**src/rtl/fb_rect_fill_pkg.sv**
```systemverilog
// Shared frame-buffer geometry defaults and fill-engine state encoding.
// The VGA scan-out side is built from the same constants.
package fb_rect_fill_pkg;

  localparam int DEF_FB_WIDTH         = 400;
  localparam int DEF_FB_HEIGHT        = 300;
  localparam int DEF_X_BITS           = 9;
  localparam int DEF_Y_BITS           = 9;
  localparam int DEF_BUFFER_ADDR_BITS = 17;
  localparam int DEF_CHANNEL_BITS     = 2;

  typedef enum logic [1:0] {
    ST_IDLE = 2'd0,
    ST_FILL = 2'd1,
    ST_DONE = 2'd2
  } fill_state_t;

endpackage

```
**src/rtl/fb_rect_fill_write_lane.sv**
```systemverilog
// Byte-lane steering for the 32-bit frame-buffer write port: one pixel byte per write,
// lane selected by the low two address bits, colour replicated on every lane.
module fb_rect_fill_write_lane
  import fb_rect_fill_pkg::*;
#(
  parameter int CHANNEL_BITS = DEF_CHANNEL_BITS
) (
  input  logic                      en,
  input  logic [1:0]                lane,
  input  logic [3*CHANNEL_BITS-1:0] color,
  output logic [3:0]                we,
  output logic [31:0]               din
);

  localparam int PAD_BITS = 8 - 3 * CHANNEL_BITS;

  logic [7:0] pixel_byte;
  assign pixel_byte = {{PAD_BITS{1'b0}}, color};

  for (genvar gi = 0; gi < 4; gi++) begin : g_lane
    assign we[gi]          = en && (lane == 2'(gi));
    assign din[8*gi +: 8]  = en ? pixel_byte : 8'd0;
  end

endmodule

```
**src/rtl/fb_rect_fill.sv**
```systemverilog
// Rectangle fill engine: writes one colour byte per clock over a clipped rectangle,
// row-major, into the frame-buffer BRAM write port.
module fb_rect_fill
  import fb_rect_fill_pkg::*;
#(
  parameter int FB_WIDTH         = DEF_FB_WIDTH,
  parameter int FB_HEIGHT        = DEF_FB_HEIGHT,
  parameter int X_BITS           = DEF_X_BITS,
  parameter int Y_BITS           = DEF_Y_BITS,
  parameter int BUFFER_ADDR_BITS = DEF_BUFFER_ADDR_BITS,
  parameter int CHANNEL_BITS     = DEF_CHANNEL_BITS
) (
  input  logic                      clk,
  input  logic                      rst,
  input  logic                      cmd_valid,
  output logic                      cmd_ready,
  input  logic [X_BITS-1:0]         cmd_x0,
  input  logic [Y_BITS-1:0]         cmd_y0,
  input  logic [X_BITS-1:0]         cmd_x1,
  input  logic [Y_BITS-1:0]         cmd_y1,
  input  logic [3*CHANNEL_BITS-1:0] cmd_color,
  input  logic                      abort,
  output logic                      busy,
  output logic                      done,
  output logic [31:0]               buffer_addr,
  output logic [31:0]               buffer_din,
  output logic                      buffer_en,
  output logic                      buffer_rst,
  output logic [3:0]                buffer_we
);

  localparam int COLOR_BITS = 3 * CHANNEL_BITS;
  localparam logic [X_BITS-1:0] X_MAX = X_BITS'(FB_WIDTH - 1);
  localparam logic [Y_BITS-1:0] Y_MAX = Y_BITS'(FB_HEIGHT - 1);
  localparam logic [BUFFER_ADDR_BITS-1:0] ROW_STEP = BUFFER_ADDR_BITS'(FB_WIDTH);

  fill_state_t                 state_reg;
  logic [X_BITS-1:0]           x_reg, x0_reg, x1_reg;
  logic [Y_BITS-1:0]           y_reg, y1_reg;
  logic [BUFFER_ADDR_BITS-1:0] row_base_reg, addr_reg;
  logic [COLOR_BITS-1:0]       color_reg;
  logic                        cmd_ready_reg, busy_reg, done_reg, en_reg;
  logic [3:0]                  we_reg;
  logic [31:0]                 din_reg;

  logic [X_BITS-1:0]           x1_clip;
  logic [Y_BITS-1:0]           y1_clip;
  logic                        cmd_empty, cmd_accept;
  logic [BUFFER_ADDR_BITS-1:0] start_row_base;
  logic                        row_end, last_pixel;

  assign x1_clip    = (cmd_x1 > X_MAX) ? X_MAX : cmd_x1;
  assign y1_clip    = (cmd_y1 > Y_MAX) ? Y_MAX : cmd_y1;
  assign cmd_empty  = (cmd_x0 > x1_clip) || (cmd_y0 > y1_clip) ||
                      (cmd_x0 > X_MAX)   || (cmd_y0 > Y_MAX);
  assign cmd_accept = cmd_valid && (state_reg == ST_IDLE);

  // Only multiply in the design; evaluated once per command, never inside the pixel loop.
  assign start_row_base = BUFFER_ADDR_BITS'(cmd_y0) * ROW_STEP;

  assign row_end    = (x_reg == x1_reg);
  assign last_pixel = row_end && (y_reg == y1_reg);

  // Next write cycle, computed a cycle ahead so every bus output leaves a flop.
  logic                        wr_next_en;
  logic [BUFFER_ADDR_BITS-1:0] wr_next_addr;
  logic [COLOR_BITS-1:0]       wr_next_color;
  logic [3:0]                  lane_we;
  logic [31:0]                 lane_din;

  always_comb begin
    wr_next_en    = 1'b0;
    wr_next_addr  = addr_reg;
    wr_next_color = color_reg;
    case (state_reg)
      ST_IDLE: begin
        if (cmd_accept && !cmd_empty) begin
          wr_next_en    = 1'b1;
          wr_next_addr  = start_row_base + BUFFER_ADDR_BITS'(cmd_x0);
          wr_next_color = cmd_color;
        end
      end
      ST_FILL: begin
        if (!abort && !last_pixel) begin
          wr_next_en   = 1'b1;
          wr_next_addr = row_end ? (row_base_reg + ROW_STEP + BUFFER_ADDR_BITS'(x0_reg))
                                 : (addr_reg + BUFFER_ADDR_BITS'(1));
        end
      end
      default: ;
    endcase
  end

  fb_rect_fill_write_lane #(
    .CHANNEL_BITS (CHANNEL_BITS)
  ) u_write_lane (
    .en    (wr_next_en),
    .lane  (wr_next_addr[1:0]),
    .color (wr_next_color),
    .we    (lane_we),
    .din   (lane_din)
  );

  always_ff @(posedge clk or posedge rst) begin
    if (rst) begin
      state_reg     <= ST_IDLE;
      x_reg         <= '0;
      x0_reg        <= '0;
      x1_reg        <= '0;
      y_reg         <= '0;
      y1_reg        <= '0;
      row_base_reg  <= '0;
      addr_reg      <= '0;
      color_reg     <= '0;
      cmd_ready_reg <= 1'b1;
      busy_reg      <= 1'b0;
      done_reg      <= 1'b0;
      en_reg        <= 1'b0;
      we_reg        <= '0;
      din_reg       <= '0;
    end else begin
      en_reg  <= wr_next_en;
      we_reg  <= lane_we;
      din_reg <= lane_din;
      if (wr_next_en) addr_reg <= wr_next_addr;
      case (state_reg)
        ST_IDLE: begin
          if (cmd_accept) begin
            x0_reg        <= cmd_x0;
            x1_reg        <= x1_clip;
            y1_reg        <= y1_clip;
            x_reg         <= cmd_x0;
            y_reg         <= cmd_y0;
            row_base_reg  <= start_row_base;
            color_reg     <= cmd_color;
            cmd_ready_reg <= 1'b0;
            busy_reg      <= 1'b1;
            if (cmd_empty) begin
              state_reg <= ST_DONE;
              done_reg  <= 1'b1;
            end else begin
              state_reg <= ST_FILL;
            end
          end
        end
        ST_FILL: begin
          if (abort || last_pixel) begin
            state_reg <= ST_DONE;
            done_reg  <= 1'b1;
          end else if (row_end) begin
            x_reg        <= x0_reg;
            y_reg        <= y_reg + Y_BITS'(1);
            row_base_reg <= row_base_reg + ROW_STEP;
          end else begin
            x_reg <= x_reg + X_BITS'(1);
          end
        end
        ST_DONE: begin
          state_reg     <= ST_IDLE;
          done_reg      <= 1'b0;
          busy_reg      <= 1'b0;
          cmd_ready_reg <= 1'b1;
        end
        default: begin
          state_reg     <= ST_IDLE;
          done_reg      <= 1'b0;
          busy_reg      <= 1'b0;
          cmd_ready_reg <= 1'b1;
        end
      endcase
    end
  end

  assign cmd_ready   = cmd_ready_reg;
  assign busy        = busy_reg;
  assign done        = done_reg;
  assign buffer_en   = en_reg;
  assign buffer_we   = we_reg;
  assign buffer_din  = din_reg;
  assign buffer_addr = {{(32 - BUFFER_ADDR_BITS){1'b0}}, addr_reg};
  assign buffer_rst  = 1'b0;

endmodule
```
**config.mk**
```make
export PLATFORM = sky130hd
export DESIGN_NAME = fb_rect_fill
export DESIGN_NICKNAME = d
export VERILOG_FILES = /design/src/rtl/fb_rect_fill_pkg.sv /design/src/rtl/fb_rect_fill_write_lane.sv /design/src/rtl/fb_rect_fill.sv
export SDC_FILE = /design/constraint.sdc
export NUM_CORES = 1
export LEC_CHECK = 0
export ABC_CLOCK_PERIOD_IN_PS = 7800
export CELL_PAD_IN_SITES_DETAIL_PLACEMENT = 0
export CELL_PAD_IN_SITES_GLOBAL_PLACEMENT = 1
export CORE_ASPECT_RATIO = 1.2
export CORE_MARGIN = 2
export CORE_UTILIZATION = 40
export CTS_CLUSTER_SIZE = 10
export DETAILED_ROUTE_END_ITERATION = 8
export DONT_BUFFER_PORTS = 1
export PLACE_DENSITY = 0.71
export SKIP_CTS_REPAIR_TIMING = 1
export SLEW_MARGIN = 20
export SYNTH_ARGS = -nofsm -noshare
export SYNTH_HDL_FRONTEND = slang
export SYNTH_HIERARCHICAL = 1
export SYNTH_SLANG_ARGS = --single-unit
```
**constraint.sdc**
```tcl
create_clock -name clk -period 7.8 [get_ports clk]
set_input_delay 2.34 -clock clk [delete_from_list [all_inputs] [get_ports clk]]
set_output_delay 2.34 -clock clk [all_outputs]
set_load 0.01 [all_outputs]
```
## Word-level counts from Yosys, hierarchy flattened

Cells that the tools add are included.

- Logic and storage cells: 104
- Input port bits: 46
- Output and inout bits: 73
- Flip-flop bits (word level): 127

- Multiplexer cells: 36
- Reductions and logical operators: 25
- $lt $le $gt $ge: 6
- Multipliers: 1
- Eq/ne operators: 13
- Add/sub/neg operators: 6
- Bitwise gates (word level): 1

Operator list:

| cell | count |
|---|---|
| 17-bit 2-to-1 mux | 6 |
| 9-bit 2-to-1 mux | 8 |
| 17-bit case mux with 2 select lines | 2 |
| 9-bit greater-than comparator, second input constant | 4 |
| 9-bit case mux with 2 select lines | 2 |
| 17-bit by 9-bit adder with 17-bit output | 2 |
| 9-bit by 1-bit adder with 9-bit output, second input constant | 2 |
| 9-bit equality test | 2 |
| 9-bit greater-than comparator | 2 |
| 6-bit 2-to-1 mux | 3 |
| 17-bit by 1-bit adder with 17-bit output, second input constant | 1 |
| 17-bit by 9-bit adder with 17-bit output, second input constant | 1 |
| 9-bit by 5-bit multiplier with 13-bit output, second input constant | 1 |
| 2-bit inequality test, second input constant | 6 |
| 1-bit logical AND | 8 |
| 1-bit case mux with 2 select lines | 4 |
| 4-bit AND reduction | 2 |
| 1-bit 2-to-1 mux | 7 |
| 2-bit 2-to-1 mux | 3 |
| 2-bit AND reduction | 3 |
| 3-bit AND reduction | 2 |
| 2-bit by 1-bit equality test with 1-bit output, second input constant | 2 |
| 2-bit equality test, second input constant | 2 |
| 2-bit logical NOT | 2 |
| 6 further kinds | 11 |

## Depth between registers and ports, before layout

- Depth after elaboration: 12
- Depth in mapped cells: 16
- Mapped depth without buffers: 16

## Modules after synthesis

Netlist, hierarchy kept.

Modules (own cells, without submodules):

| module | sequential area each (um2) | area an instance (um2) | cells an instance | instances |
|---|---|---|---|---|
| fb_rect_fill | 3079.2 | 7877.6 | 871 | 1 |
| fb_rect_fill_write_lane | 0.0 | 284.0 | 37 | 1 |

## Worst setup path after synthesis

Ideal clock, no wire load.

- Kind: input to register
- Start point: in cmd_y0[4]
- End point: reg addr_reg[16]
- Library setup time: 130 ps
- Stages on the path: 16
- Setup slack: 2201 ps
- Arrival: 5469 ps
- Buffers on the path: 0
- Data required time: 7670 ps
- Cell sequence: inv_1 ha_1 inv_1 ha_1 inv_1 fa_1 inv_1 ha_1 and3_1 a221o_1 or3_1 a21oi_2 xnor2_1 nor3b_1 xor2_1 o211ai_2

- Cells in the longest elaborated chain, start to end: 9
- Elaborated cells on any way between the ends: 15
- Classes of those cells: 1 x add/sub; 1 x mul; 2 x order compare; 1 x eq/ne; 4 x mux; 6 x reduce/logical

RTL lines:

| element | RTL line | source |
|---|---|---|
| start: declaration | fb_rect_fill.sv:18 | `input logic [Y_BITS-1:0] cmd_y0,` |
| parallel branches: the longest is 9 deep, another holds 17-bit by 9-bit adder with 17-bit output | -- |  |
| end signal: assignment | fb_rect_fill.sv:125 | `if (wr_next_en) addr_reg <= wr_next_addr;` |
| end: declaration | fb_rect_fill.sv:40 | `logic [BUFFER_ADDR_BITS-1:0] row_base_reg, addr_reg;` |

Several ways; the timed one is not identified. The select of a mux whose other input is x is not followed.
A chain may end at the register's enable or synchronous reset.

## Worst setup path after layout

Same ends and word-level chain as after synthesis.

==> out/results.txt <==
Finished Layout Cells: 1157
Crit Path Max Fanout: 7
HPWL after DPL: 14.4 mm
Cell taking the most area after synthesis: dfrtp_1
Part of the power in the clock network: 29.1%
WL/cell: 16.7 um
Actual slew at the worst max-slew pin: 856 ps
Total die area: 0.0216 mm^2
Relative slew slack: 42.9%
DRC viols: 0
Crit end category: flip-flop
Final Max Slew Viols: 0
Worst EP required: 8080 ps
CTS tree: done
First-pass GRT wire length: 31.6 mm
RSZ-0062 raised after global routing: no
Clk sinks: 123
Vias in the first global route: 5784
Int Pwr: 1.79 mW
Initial core utilization: 40.6%
Mean Syn Cell Area: 8.99 um^2
Layout Utilization: 43.7%
Synthesized instance count: 908
Commonest non-fill, non-tap cells in the layout: nand2_1, dfrtp_1, nor2_1
Post-synth EDFFs: 0
FF-to-FF path depth: 11
Post-route ant nets: 0
Area grow syn2layout: 7.79%
Ranking of synthesized cells by area: dfrtp_1, ha_1, nand2_1, xor2_1, buf_4
Seq/Total Area, Yosys: 37.7%
Initial DRC count: 340
Layout cell share with drive strength beyond 1: 8.63%
GRT Util Overall: 18.6%
Hold worst-path end: color_reg[1]
Die W: 134 um
Min-Delay Path Class: reg -> reg
Setup tns final: 0 ps
Share of the synthesized area in the top cell type: 37.4%
Cell area after synthesis: 0.00816 mm^2
Sw frac: 37.5%
Final min period: 5370 ps
Row count: 57
Setup CP Type: in -> reg
Core box area: 0.0201 mm^2
LEAKAGE: 4.09 nW
I/O Pins: 119
Status: complete, no violations
# nets final: 999
Reg area: 0.00308 mm^2
MaxCap Viol Count: 0
Psw: 1.08 mW
Final Cycle Share: 68.9%
Unique masters post-synth: 73
Final Hold Fails: 0
CP most frequent cell: inv_1
Remaining Overflow, GRT: 0
CTS Buf Count: 17
Synthesized flop and latch total: 123
Largest net degree at the start of global routing: 66
Multi-input gate area: 0.00455 mm^2
Root buffer cell: clkbuf_16
Worst Setup Start Kind: primary input
CP max-delay cell: fa_1
Crit path cell chain: inv_1 > ha_1 > inv_1 > ha_1 > inv_1 > fa_1 > inv_1 > ha_1 > and3_1 > a221o_1 > or3_1 > a21oi_2 > xnor2_1 > nor3b_1 > xor2_1 > o211ai_2
Clock Latency Late Sink: 410 ps
Ant diodes: 0
Number of H-tree levels: 4
Comb pwr share: 32.7%
Commonest non-fill, non-tap cell in the layout: nand2_1
Hold Slack: 474 ps
Initial antenna violation count: 0
# fillers: 1974
Max reg flops: 32
Pwr Density: 326 mW/mm^2
Clk slew on worst S/H paths: 60 ps
First-pass DRT Iterations: 4
Vias/cell: 5.17
Hold depth: 2
Part of the power in registers: 38.2%
Ys async rst share: 100%
Worst hold start: color_reg[1]
Reg2reg end: addr_reg[15]
GP Congestion: 0.827
VDD IR max: 0.175 mV
Slowest cell delay on critical path: 500 ps
Arrival @ worst endpoint: 5650 ps
Worst Skew: 9.86 ps
Final WL: 19.3 mm
Minimum setup slack among reg-to-reg paths: 4880 ps
Cells after DPL: 1125
Via count: 5983
Max Freq: 186 MHz
Final setup fails: 0
DIE HEIGHT: 160 um
Pwr Total: 2.87 mW
Port Buffers: 0
Worst r2r src: row_base_reg[4]
Synth warn: 6
Synth Flop Type: dfrtp_1
Longest Clk Path Bufs: 2
power groups by stage:
| stage | Sequential [mW] | Clock, mW | Combinational (mW) |
|---|---|---|---|
| after global placement | 1.10 | 0 | 0.939 |
| after global routing | 1.13 | 0.889 | 1.07 |
| after detailed placement | 1.11 | 0 | 0.946 |
| after CTS | 1.10 | 0.858 | 0.950 |
| after floorplan | 1.01 | 0 | 0.829 |
| final | 1.10 | 0.835 | 0.939 |
cell type report:
cell class                 count  share of cell area, %
inverter                      41                   1.78
clock inverter                10                   1.85
sequential                   123                   35.0
clock buffer                  22                   5.28
tap                          265                   3.77
multi-input combinational    689                   51.7
timing repair buffer           7                  0.597
metrics by stage:
stage                     setup WS [ps]  area [um^2]
after detailed placement           1980         8170
after global routing               2230         8800
after global placement             2050         8170
after floorplan                    2190         8240
after CTS                          2420         8800
final                              2430         8800
logic make-up after synthesis:
family / Yosys count / share of synthesized area [%]
AO/OA/AOI/OAI: 194 / 15.7
XOR/XNOR: 76 / 8.16
other: 2 / 0.0920
AND/OR/NAND/NOR: 314 / 18.1
flip-flops: 123 / 37.7
multiplexers: 7 / 0.904
buffers and inverters: 118 / 7.59
adder cells (fa/ha/maj): 74 / 11.8
worst max-delay path by stage:
| stage | from | to | slack [ps] | cells after the start |
|---|---|---|---|---|
| floorplan | rst | addr_reg[0] | 2190 | 1 |
| global placement | cmd_y0[4] | addr_reg[16] | 2050 | 16 |
| detailed placement | cmd_y0[4] | addr_reg[16] | 1980 | 16 |
| CTS | cmd_y0[4] | addr_reg[16] | 2420 | 16 |
| global route | cmd_y0[4] | addr_reg[16] | 2230 | 16 |
| finish | cmd_y0[4] | addr_reg[16] | 2430 | 16 |
Yosys cell counts, types with 3 or more instances:
library cell,n
nor2_1,78
a211oi_1,15
xor2_1,42
a31oi_1,8
buf_2,9
nand2_1,131
clkbuf_1,23
ha_1,69
nor2b_1,7
mux2_2,3
buf_4,42
and3_1,11
or2_2,6
a221o_1,14
o21ai_1,5
o22ai_1,3
a21o_1,5
nand3_1,26
a22oi_1,3
nand2b_1,8
mux2i_1,4
o211ai_1,5
nor3_1,11
nand4_1,7
o21bai_1,3
xnor2_1,34
o21ai_0,46
and2_2,6
dfrtp_1,122
fa_1,5
inv_1,39
a21oi_1,60
nor3b_1,3
critical path, delay by kind of cell:
| family | cells | cell delay (ps) |
|---|---|---|
| compound gates | 3 | 570 |
| xor+xnor | 2 | 400 |
| fa+ha+maj | 4 | 1380 |
| buf+inv | 4 | 170 |
| simple gates | 3 | 810 |
per-layer routing:
metal | vias to the layer above | track usage [%] | routed length, um
met5 | - | 0 | 0
met4 | 0 | 5.41 | 213
met3 | 13 | 4.20 | 1030
met2 | 132 | 30.7 | 9490
met1 | 2837 | 24.5 | 8540
li1 | 3001 | - | -
Note: power is estimated with default switching activity, not from simulation.
